$ cat src/rtl/instr_fetch.sv
// Instruction fetch stage: IDLE/FETCH/HOLD sequencer that owns pc,
// the registered instruction and the retired-instruction counter.
module instr_fetch #(
   parameter int DW = 16,
   parameter int AW = 15
) (
   input  logic          clk,
   input  logic          rst,
   input  logic          run,
   output logic          imem_req,
   output logic [AW-1:0] imem_addr,
   input  logic          imem_ack,
   input  logic [DW-1:0] imem_rdata,
   output logic [DW-1:0] instr,
   output logic          instr_valid,
   input  logic          instr_ready,
   input  logic          instr_type,
   input  logic          cmd_j1,
   input  logic          cmd_j2,
   input  logic          cmd_j3,
   input  logic          zr,
   input  logic          ng,
   input  logic [AW-1:0] a_val,
   output logic [AW-1:0] pc,
   output logic [15:0]   retired
);

   typedef enum logic [1:0] {
      S_IDLE  = 2'd0,
      S_FETCH = 2'd1,
      S_HOLD  = 2'd2
   } state_t;

   state_t        r_state;
   state_t        w_next;
   logic [AW-1:0] r_pc;
   logic [DW-1:0] r_instr;
   logic [15:0]   r_retired;

   logic          w_in_idle;
   logic          w_in_fetch;
   logic          w_in_hold;
   logic          w_capture;
   logic          w_retire;
   logic          w_cond;
   logic          w_taken;
   logic [AW-1:0] w_pc_inc;
   logic [AW-1:0] w_pc_next;

   assign w_in_idle  = (r_state == S_IDLE);
   assign w_in_fetch = (r_state == S_FETCH);
   assign w_in_hold  = (r_state == S_HOLD);

   assign w_capture = w_in_fetch & imem_ack;
   assign w_retire  = w_in_hold & instr_ready;

   // lt / eq / gt against the ALU result; only C-instructions may jump
   assign w_cond = (cmd_j1 & ng)
                 | (cmd_j2 & zr)
                 | (cmd_j3 & ~ng & ~zr);
   assign w_taken = instr_type & w_cond;

   assign w_pc_inc  = r_pc + {{(AW-1){1'b0}}, 1'b1};
   assign w_pc_next = w_taken ? a_val : w_pc_inc;

   always_ff @(posedge clk or posedge rst) begin
      if (rst) begin
         r_state <= S_IDLE;
      end else begin
         r_state <= w_next;
      end
   end

   always_comb begin
      w_next = r_state;
      unique case (1'b1)
         w_in_idle: begin
            if (run) w_next = S_FETCH;
         end
         w_in_fetch: begin
            if (imem_ack) w_next = S_HOLD;
         end
         w_in_hold: begin
            if (instr_ready)
               w_next = run ? S_FETCH : S_IDLE;
         end
         default: w_next = S_IDLE;
      endcase
   end

   always_comb begin
      imem_req    = 1'b0;
      instr_valid = 1'b0;
      unique case (1'b1)
         w_in_fetch: imem_req    = 1'b1;
         w_in_hold:  instr_valid = 1'b1;
         default: begin
            imem_req    = 1'b0;
            instr_valid = 1'b0;
         end
      endcase
   end

   always_ff @(posedge clk or posedge rst) begin
      if (rst) begin
         r_instr <= '0;
      end else if (w_capture) begin
         r_instr <= imem_rdata;
      end
   end

   always_ff @(posedge clk or posedge rst) begin
      if (rst) begin
         r_pc      <= '0;
         r_retired <= '0;
      end else if (w_retire) begin
         r_pc      <= w_pc_next;
         r_retired <= r_retired + 16'd1;
      end
   end

   assign imem_addr = r_pc;
   assign pc        = r_pc;
   assign instr     = r_instr;
   assign retired   = r_retired;

endmodule
$ cat config.mk
export PLATFORM = sky130hd
export DESIGN_NAME = instr_fetch
export DESIGN_NICKNAME = d
export VERILOG_FILES = /design/src/rtl/instr_fetch.sv
export SDC_FILE = /design/constraint.sdc
export NUM_CORES = 1
export LEC_CHECK = 0
export ABC_AREA = 1
export BUFFER_PORTS_ARGS = -buffer_cell sky130_fd_sc_hd__buf_2
export CAP_MARGIN = 20
export CORE_ASPECT_RATIO = 2
export CORE_UTILIZATION = 40
export DETAILED_ROUTE_END_ITERATION = 8
export PLACE_DENSITY = 0.77
export SETUP_SLACK_MARGIN = 0.02
export SLEW_MARGIN = 20
export SYNTH_ARGS = -nofsm -noshare
export SYNTH_HDL_FRONTEND = slang
export SYNTH_SLANG_ARGS = --single-unit
$ cat constraint.sdc
create_clock -name clk -period 2.15 [get_ports clk]
set_input_delay 0.1075 -clock clk [delete_from_list [all_inputs] [get_ports clk]]
set_output_delay 0.1075 -clock clk [all_outputs]
set_load 0.02 [all_outputs]
==> results.json, run 1 <==
{
  "status": "finished, final reports clean",
  "fin_nets": 496,
  "critPathMaxFanout": 7,
  "first_global_vias": 2522,
  "cellPowerDensity_nw_per_um2": 1210,
  "port_buffers": 105,
  "dieArea_um2": 7620,
  "finalHoldViolations": 0,
  "setup_viol": 0,
  "syn-num-nets": 402,
  "setup_slack_ps": 650,
  "yosys_warnings": 0,
  "layout_common_cells": "111 x nand2_1, 105 x buf_2, 49 x dfrtp_1",
  "ys_top_cells_by_area": "dfrtp_1 42%, nand2_1 14%, nand3_1 5.5%, inv_1 4.9%, mux2_4 4.7%",
  "num_vias": 2713,
  "synth_top_area_share_pct": 42.3,
  "worstPathArrival_ps": 1690,
  "intPower_mw": 2.47,
  "final_common_cell": "nand2_1",
  "synth_cells": 358,
  "layout.cells.non_filler": 543,
  "yosysTopAreaCell": "dfrtp_1",
  "cts_tree": "done",
  "syn_avg_cell_area_um2": 8.10,
  "post-route-min-period_ps": 1500,
  "clk_pin_slew_ps": 70,
  "grt_first_pass_wirelength_um": 11500,
  "synth_cell_types": 28,
  "crit_slowest_cell": "dfrtp_1",
  "cts_buffers": 5,
  "period_share_pct": 69.8,
  "die_h_um": 122,
  "post_dp_cell_area_um2": 3410,
  "grt_max_degree": 20,
  "clkLatencyLatePin_ps": 290,
  "ys_seq_area_share_pct": 42.3,
  "path_cells": "ha_1, nand2_1, nor2_2, nand3_1, nand2_1, nand3_1, nand3_1, nand2_1",
  "p_leak_nw": 2.01,
  "drtAntennaViolNets": 0,
  "hold_path_class": "primary input to flip-flop",
  "drtIter0Drc": 261,
  "root_buffer": "clkbuf_16",
  "die_width_um": 62.2,
  "drc": 0,
  "switching_share_pct": 43.0,
  "wl_per_cell_um": 13.4,
  "clockBufferDepth": 2,
  "fmax_mhz": 666,
  "tightestPinTransition_ps": 391,
  "clock-sinks": 49,
  "grt_remaining_overflow": 0,
  "reg2reg_setup_slack_ps": 650,
  "drv_slew": 0,
  "cp-start-kind": "flip-flop",
  "boundaryPins": 106,
  "crit_type": "flip-flop to flip-flop",
  "rsz0062_at_grt": "no",
  "dp_hpwl_um": 5570,
  "num-fill-cells": 669,
  "rows": 43,
  "place_inst": 534,
  "combPwrFrac_pct": 43.9,
  "crit_required_ps": 2330,
  "h-tree-depth": 2,
  "post-place-ws_ps": 679,
  "drive_gt1_share_pct": 34.0,
  "tns_ps": 0,
  "irDropWorstVdd_v": 0.000639,
  "start_util_pct": 41.5,
  "end_kind": "flip-flop",
  "max_stage_delay_ps": 450,
  "netlist_area_um2": 2900,
  "track_usage_pct": 19.3,
  "finalClockSkew_ps": 3.62,
  "cap_violations": 0,
  "cts_resized": 0,
  "core_area_um2": 6990,
  "synth-seq-cells": 49,
  "diodes": 0,
  "antenna_found_initial": 0,
  "wl_um": 7270,
  "area_growth_pct": 23.2,
  "dr.pass1.iters": 4,
  "place.gp.congestion": 0.843,
  "clock_power_share_pct": 19.2,
  "slew-limit-headroom_pct": 73.9,
  "vias_per_cell": 5.00,
  "sequentialPowerShare_pct": 36.9,
  "final_area_um2": 3570,
  "p_sw_mw": 1.86
}
-- cell usage after synthesis, drive strengths merged --
library cell	instances
dfrtp	49
xnor2	2
o21ai	7
o21bai	1
mux2	16
buf	22
ha	2
nor3	2
inv	42
nand4	9
nand3	34
nand3b	14
xor2	9
nor2	32
nand2	115
o32ai	1
clkbuf	1
-- worst max-delay path: cells and delay by family, from the launching register on --
family,cells,cell delay [ps]
adders and majority gates,1,220
DFF,1,450
and+or+nand+nor,7,710
-- flip-flops by register name (all words and copies together) (netlist names) --
| register | flops |
|---|---|
| retired | 16 |
| instr | 16 |
| imem_addr | 15 |
| r_state | 2 |
-- power groups by stage --
| stage | clock network, mW | registers [mW] | logic, mW |
|---|---|---|---|
| 2_1_floorplan | 0 | 1.93 | 1.08 |
| 3_3_place_gp | 0 | 1.58 | 1.90 |
| 3_5_place_dp | 0 | 1.61 | 1.91 |
| 4_1_cts | 0.851 | 1.59 | 1.93 |
| 5_1_grt | 0.875 | 1.64 | 2.08 |
| 6_report | 0.830 | 1.60 | 1.90 |
-- routing by layer --
metal | up-vias | wire, µm | global-route usage, %
met1 | 1282 | 2500 | 19.0
met4 | 0 | 227 | 10.2
li1 | 1308 | - | -
met2 | 104 | 4220 | 38.2
met3 | 19 | 317 | 2.70
met5 | - | 0 | 0
-- per-stage QoR --
stage,power [mW],hold WS (ps),utilization [%]
global route,4.59,47.3,51.1
floorplan,3.01,216,-
global placement,3.49,78.4,48.7
finish,4.33,49.1,51.1
CTS,4.37,45.6,51.1
detailed placement,3.52,91.9,48.7
-- kinds of logic after synthesis --
family | synth area share, %
simple gates | 33.3
buf+inv | 11.0
flops | 42.3
mux | 7.38
xor+xnor | 3.32
compound gates | 1.77
fa+ha+maj | 0.863
-- layout make-up --
| cell class | instances | area [µm²] | share of cell area (%) |
|---|---|---|---|
| clock buffers | 7 | 153 | 4.27 |
| multi-input cells | 244 | 1350 | 37.9 |
| repair buffers | 110 | 566 | 15.8 |
| inverters | 42 | 158 | 4.41 |
| clock inverters | 1 | 5.00 | 0.140 |
| well taps | 90 | 113 | 3.15 |
| flip-flops and latches | 49 | 1230 | 34.3 |
-- final timing paths --
check,depth (start not counted),from,end
worst max-delay path,8,imem_addr[0],imem_addr[10]
max in group asynchronous,4,rst,retired[14]
worst min register to register,1,instr[1],instr[1]
min in group asynchronous,3,rst,instr[15]
worst min-delay path,2,imem_rdata[10],instr[10]
worst max register to register,8,imem_addr[0],imem_addr[10]
-- what timing repair did --
action,4_1_cts,5_1_grt
hold buffers,1,0
buffers inserted,0,0
hold endpoints to repair,15,0
No activity file was read; power rests on OpenSTA's default activity.
==> run 2: changes to the inputs <==
==> constraint.sdc (replaced) <==
create_clock -name clk -period 1.41 [get_ports clk]
set_input_delay 0.0705 -clock clk [delete_from_list [all_inputs] [get_ports clk]]
set_output_delay 0.0705 -clock clk [all_outputs]
set_load 0.02 [all_outputs]
==> run 2 against run 1 <==
Cell area is 6.5% higher. Clock skew is 5.2 ps higher. Via count is 0.96% higher. Sequential share of layout area is 1.8 points lower. Count of clock-buffer cells in the layout is 1 lower. Worst setup slack worse by 560 ps. Critical endpoint is now retired[12]. Largest cell class unchanged. Highest routed layer unchanged.
==> results.json, run 2 (synthesis results as in run 1) <==
{
  "root_buffer": "clkbuf_16",
  "die_width_um": 62.2,
  "timing.rr.end": "retired[12]",
  "drc": 0,
  "dr.pass1.iters": 4,
  "drtIter0Drc": 161,
  "met2_usage_pct": 40.5,
  "boundaryPins": 106,
  "final_common_cell": "nand2_1",
  "whs_ps": 9.13,
  "finalClockSkew_ps": 8.81,
  "finalHoldViolations": 0,
  "clockBufferDepth": 2,
  "crit_type": "flip-flop to flip-flop",
  "dp_hpwl_um": 5780,
  "area_growth_pct": 31.3,
  "clkLatencyLatePin_ps": 290,
  "diodes": 0,
  "layout_common_cells": "108 x nand2_1, 105 x buf_2, 39 x dfrtp_1",
  "num-fill-cells": 656,
  "rows": 43,
  "holdPathEnd": "instr[6]",
  "antenna_found_initial": 0,
  "path_common_cell": "nand2_2",
  "clock-sinks": 49,
  "p_leak_nw": 2.08,
  "top_usage_layer": "met2",
  "slew-limit-headroom_pct": 73.3,
  "worstPathArrival_ps": 1500,
  "wl_um": 7570,
  "h-tree-depth": 2,
  "port_buffers": 105,
  "cap_violations": 0,
  "critPathMaxFanout": 4,
  "final_util_pct": 54.4,
  "grt_first_pass_wirelength_um": 12100,
  "vias_per_cell": 4.90,
  "tightestPinTransition_ps": 400,
  "start_util_pct": 41.5,
  "clk_pin_slew_ps": 70,
  "end_kind": "flip-flop",
  "status": "finished, final reports clean",
  "drive_gt1_share_pct": 40.7,
  "period_share_pct": 94.0,
  "hold_path_class": "primary input to flip-flop",
  "first_global_vias": 2657,
  "setup_viol": 0,
  "r2r-start": "retired[0]",
  "fmax_mhz": 754,
  "crit_slowest_cell": "dfrtp_1",
  "wl_per_cell_um": 13.5,
  "cp-start-kind": "flip-flop",
  "rsz0062_at_grt": "yes",
  "grt_util_met3_pct": 2.70,
  "cts_buffers": 5,
  "place.gp.congestion": 0.837,
  "drtAntennaViolNets": 0,
  "fin_nets": 512,
  "num_vias": 2739,
  "multi_input_area_um2": 1420,
  "track_usage_pct": 20.2,
  "hold_start": "imem_rdata[6]",
  "grt_remaining_overflow": 0,
  "drv_slew": 0,
  "max_stage_delay_ps": 390,
  "met1_usage_pct": 19.6,
  "reg2reg_setup_slack_ps": 80,
  "worst-r2r-cell-count": 8,
  "die_h_um": 122,
  "regArea_um2": 1240,
  "irDropWorstVdd_v": 0.000933,
  "core_area_um2": 6990,
  "crit_required_ps": 1590,
  "grt_max_degree": 26,
  "cts_tree": "done",
  "whs_path_depth": 2,
  "dieArea_um2": 7620,
  "path_cells": "ha_2, nand3_2, inv_2, nand2_2, nor2_4, nand2_2, xor2_1, inv_1",
  "post-route-min-period_ps": 1330,
  "cellPowerDensity_nw_per_um2": 1840
}
## run 2: cell types whose count changed in the layout (fill, tap and decap cells not counted), sizes merged
cell / before / now
dlygate4sd3: 1 / 2
buf: 109 / 124
bufinv: 0 / 1
clkinvlp: 0 / 1
clkbuf: 7 / 6
clkinv: 1 / 0
## run 2: worst max-delay path: cells and delay by family, from the launching register on
kind / cells / cell delay, ps
fa+ha+maj: 1 / 210
simple gates: 4 / 360
xor+xnor: 1 / 140
flops: 1 / 390
buf+inv: 2 / 120
## run 2: power breakdown
group,internal [mW],switching (mW),leakage (nW),total [mW]
clock network,0.885,0.524,0.0831,1.41
logic,1.28,1.94,1.41,3.22
registers,1.91,0.480,0.594,2.39
total,4.08,2.94,2.08,7.02
## run 2: final cells by class
class / instances / share of cell area [%]
clock inverter: 2 / 0.986
timing repair buffer: 126 / 18.4
sequential: 49 / 32.5
inverter: 42 / 4.14
multi-input combinational: 244 / 37.3
tap: 90 / 2.96
clock buffer: 6 / 3.65
## run 2: how the worst max path moves through the flow
stage | slack (ps) | to | cells after the start | startpoint
floorplan | 20 | retired[10] | 8 | retired[1]
global placement | 50 | retired[11] | 7 | r_state[0]
detailed placement | 30 | retired[11] | 7 | r_state[0]
CTS | 50 | imem_addr[14] | 8 | imem_addr[0]
global route | -20 | retired[10] | 8 | retired[0]
finish | 80 | retired[12] | 8 | retired[0]
## run 2: what timing repair did
item	4_1_cts	5_1_grt
endpoints found under the hold margin	15	0
buffers inserted	0	2
resized for setup	1	24
pin swaps	0	4
setup endpoints to repair	1	17
hold buffers	2	0
## run 2: stage by stage
stage	std cells	power, mW	area, µm²	setup TNS, ps	setup slack [ps]
global route	559	7.44	3810	-31.9	-22.8
CTS	557	7.00	3730	0	48.0
detailed placement	547	5.55	3520	0	32.8
finish	559	7.02	3810	0	84.6
floorplan	358	4.60	2910	0	21.5
global placement	547	5.45	3520	0	50.2
## run 2: per-layer routing
layer	vias up	part of all wire [%]	wire length (µm)
met5	-	0	0
met4	0	3.4	260
met3	19	3.6	269
met2	88	60	4510
met1	1299	33	2530
li1	1333	-	-
==> run 3: changes to the inputs <==
--- a/config.mk
+++ b/config.mk
@@ -5,13 +5,12 @@
 export SDC_FILE = /design/constraint.sdc
 export NUM_CORES = 1
 export LEC_CHECK = 0
-export ABC_AREA = 1
 export BUFFER_PORTS_ARGS = -buffer_cell sky130_fd_sc_hd__buf_2
 export CAP_MARGIN = 20
 export CORE_ASPECT_RATIO = 2
 export CORE_UTILIZATION = 40
 export DETAILED_ROUTE_END_ITERATION = 8
-export PLACE_DENSITY = 0.77
+export PLACE_DENSITY = 0.79
 export SETUP_SLACK_MARGIN = 0.02
 export SLEW_MARGIN = 20
 export SYNTH_ARGS = -nofsm -noshare
==> run 3 against run 2 <==
The run now ends with setup timing left. Combinational power up 14%. Sequential cell count unchanged. Wire length down 7.8%. Count of clock-buffer cells in the layout up 1. Die area down 13%. Via count down 13%. Worst setup slack worse by 120 ps.
==> results.json, run 3 <==
{
  "holdPathEnd": "instr[13]",
  "diodes": 0,
  "die_h_um": 114,
  "yosys_warnings": 0,
  "num_vias": 2375,
  "syn-num-nets": 279,
  "netlist_top_cells_count": "49 x dfrtp_1, 19 x buf_4, 19 x nand2_1",
  "h-tree-depth": 2,
  "wl_um": 6980,
  "drive_gt1_share_pct": 51.1,
  "track_usage_pct": 21.2,
  "cap_violations": 0,
  "synth_edf_count": 0,
  "cts_tree": "done",
  "synth_cell_types": 42,
  "p_leak_nw": 1.92,
  "synthMostInstantiatedCell": "dfrtp_1",
  "tns_ps": -104,
  "synth-seq-cells": 49,
  "drtIter0Drc": 97,
  "timing.rr.end": "imem_addr[13]",
  "rows": 40,
  "first_global_vias": 2280,
  "port_buffers": 105,
  "crit_type": "flip-flop to flip-flop",
  "start_util_pct": 41.7,
  "slew-limit-headroom_pct": 68.6,
  "worstPathArrival_ps": 1660,
  "finalClockSkew_ps": 5.67,
  "final_util_pct": 63.3,
  "fin_nets": 421,
  "cellPowerDensity_nw_per_um2": 1930,
  "synth_compound_area_share_pct": 8.91,
  "die_width_um": 58.2,
  "grt_max_degree": 30,
  "period_share_pct": 103,
  "status": "finished, violations left",
  "netlist_area_um2": 2530,
  "area_growth_pct": 51.6,
  "critPathMaxFanout": 4,
  "tightestPinTransition_ps": 471,
  "synth_top_area_share_pct": 48.5,
  "syn_avg_cell_area_um2": 10.8,
  "ys_seq_area_share_pct": 48.5,
  "violations": "setup timing",
  "synth_cells": 235,
  "hold_path_class": "primary input to flip-flop",
  "setup_viol": 5,
  "ys.flop_type": "dfrtp_1",
  "boundaryPins": 106,
  "crit_required_ps": 1620,
  "drc": 0,
  "end_kind": "flip-flop",
  "drv_slew": 0,
  "synthAdderAreaFrac_pct": 0.990,
  "grt_remaining_overflow": 0,
  "final_common_cell": "buf_2",
  "multi_input_area_um2": 1250,
  "hold_start": "imem_rdata[13]",
  "root_buffer": "clkbuf_16",
  "setup_slack_ps": -37.1,
  "cp-start-kind": "flip-flop",
  "synth_xor_area_share_pct": 5.20,
  "dp_hpwl_um": 4670,
  "post-route-min-period_ps": 1450,
  "vias_per_cell": 5.14,
  "synth-simple-area-share_pct": 16.3,
  "r2r-start": "imem_addr[1]",
  "grt_first_pass_wirelength_um": 10600,
  "wl_per_cell_um": 15.1,
  "dieArea_um2": 6660,
  "async_flop_share_pct": 100,
  "finalHoldViolations": 0,
  "yosysTopAreaCell": "dfrtp_1",
  "worst-r2r-cell-count": 4,
  "dr.pass1.iters": 4,
  "rsz0062_at_grt": "yes",
  "ys_top_cells_by_area": "dfrtp_1 49%, mux2_1 7.1%, buf_4 5.6%, mux2i_1 4.8%, nand2_1 2.8%",
  "regArea_um2": 1230,
  "clockBufferDepth": 2,
  "clock-sinks": 49,
  "layout_common_cells": "106 x buf_2, 42 x dfrtp_1, 33 x buf_4",
  "fmax_mhz": 691,
  "clkLatencyLatePin_ps": 290,
  "whs_path_depth": 2,
  "reg2reg_setup_slack_ps": -40,
  "synth_top_family_by_area": "simple AND/OR/NAND/NOR gates",
  "cts_buffers": 5,
  "post-place-ws_ps": -87.8,
  "core_area_um2": 6060,
  "antenna_found_initial": 0,
  "muxShareOfSynthArea_pct": 11.9,
  "clk_pin_slew_ps": 60,
  "num-fill-cells": 479,
  "drtAntennaViolNets": 0,
  "irDropWorstVdd_v": 0.00107,
  "place.gp.congestion": 0.867
}
==> run 3: cell count changes after synthesis, moves of 5 or more <==
cell,change
mux2_2,-7
mux2i_1,+12
mux2_1,+16
nor2_2,-8
mux2_4,-9
xnor2_1,+5
nand3_1,-22
a2bb2oi_1,+5
inv_1,-31
nor2_1,-14
nand3b_1,-14
nand2_1,-92
a21oi_1,+7
nor3_1,+5
==> run 3: how the worst max path moves through the flow <==
stage	from	to	slack, ps	depth (start not counted)
after CTS	imem_addr[0]	imem_addr[13]	-40	4
after detailed placement	imem_addr[1]	imem_addr[10]	-90	5
after global routing	imem_addr[1]	imem_addr[13]	-100	4
final	imem_addr[1]	imem_addr[13]	-40	4
after floorplan	imem_addr[0]	imem_addr[13]	-110	4
after global placement	imem_addr[1]	imem_addr[10]	-30	5
==> run 3: kinds of logic after synthesis <==
group	after synthesis
mux	28
flops	49
fa+ha+maj	2
xor+xnor	15
buf+inv	33
simple gates	74
compound gates	34
==> run 3: report_power, final <==
part / total, mW / leakage, nW / switching, mW / internal, mW
Clock: 1.38 / 0.0841 / 0.491 / 0.886
Combinational: 3.68 / 1.23 / 2.10 / 1.58
Sequential: 2.36 / 0.601 / 0.429 / 1.93
Total: 7.41 / 1.92 / 3.02 / 4.39
==> run 3: final cells by class <==
| class | count | area share (%) |
|---|---|---|
| clock inverter | 1 | 0.784 |
| clock buffer | 7 | 3.72 |
| inverter | 8 | 0.784 |
| sequential | 49 | 32.2 |
| tap | 84 | 2.74 |
| multi-input combinational | 153 | 32.7 |
| timing repair buffer | 160 | 27.0 |
==> run 3: worst max-delay path, stage by stage (launching register included) <==
cell and delay (ps):
dfrtp_2 430, nand4_4 130, or4_1 540, a21oi_2 130
a2bb2oi_1 150
==> run 3: stage by stage <==
step	total power [mW]	instances	area [µm²]	hold slack, ps
final	7.41	462	3830	8.30
after detailed placement	5.66	429	3300	113
after CTS	7.15	451	3640	0.0939
after global placement	5.57	429	3300	106
after global routing	7.85	462	3830	11.9
after floorplan	4.55	235	2610	181
==> run 3: what timing repair did <==
| action | in CTS | in global routing |
|---|---|---|
| pin swaps | 5 | 16 |
| gates cloned | 0 | 1 |
| setup buffers | 2 | 10 |
| endpoints found under the hold margin | 31 | 0 |
| hold buffers | 12 | 0 |
| gates resized for setup | 7 | 24 |
| endpoints found under the setup margin | 9 | 25 |
==> run 3: layer usage <==
metal	wire, µm	track usage (%)
met1	2440	21.2
met2	4000	39.9
met3	329	3.73
met4	208	11.3
met5	0	0
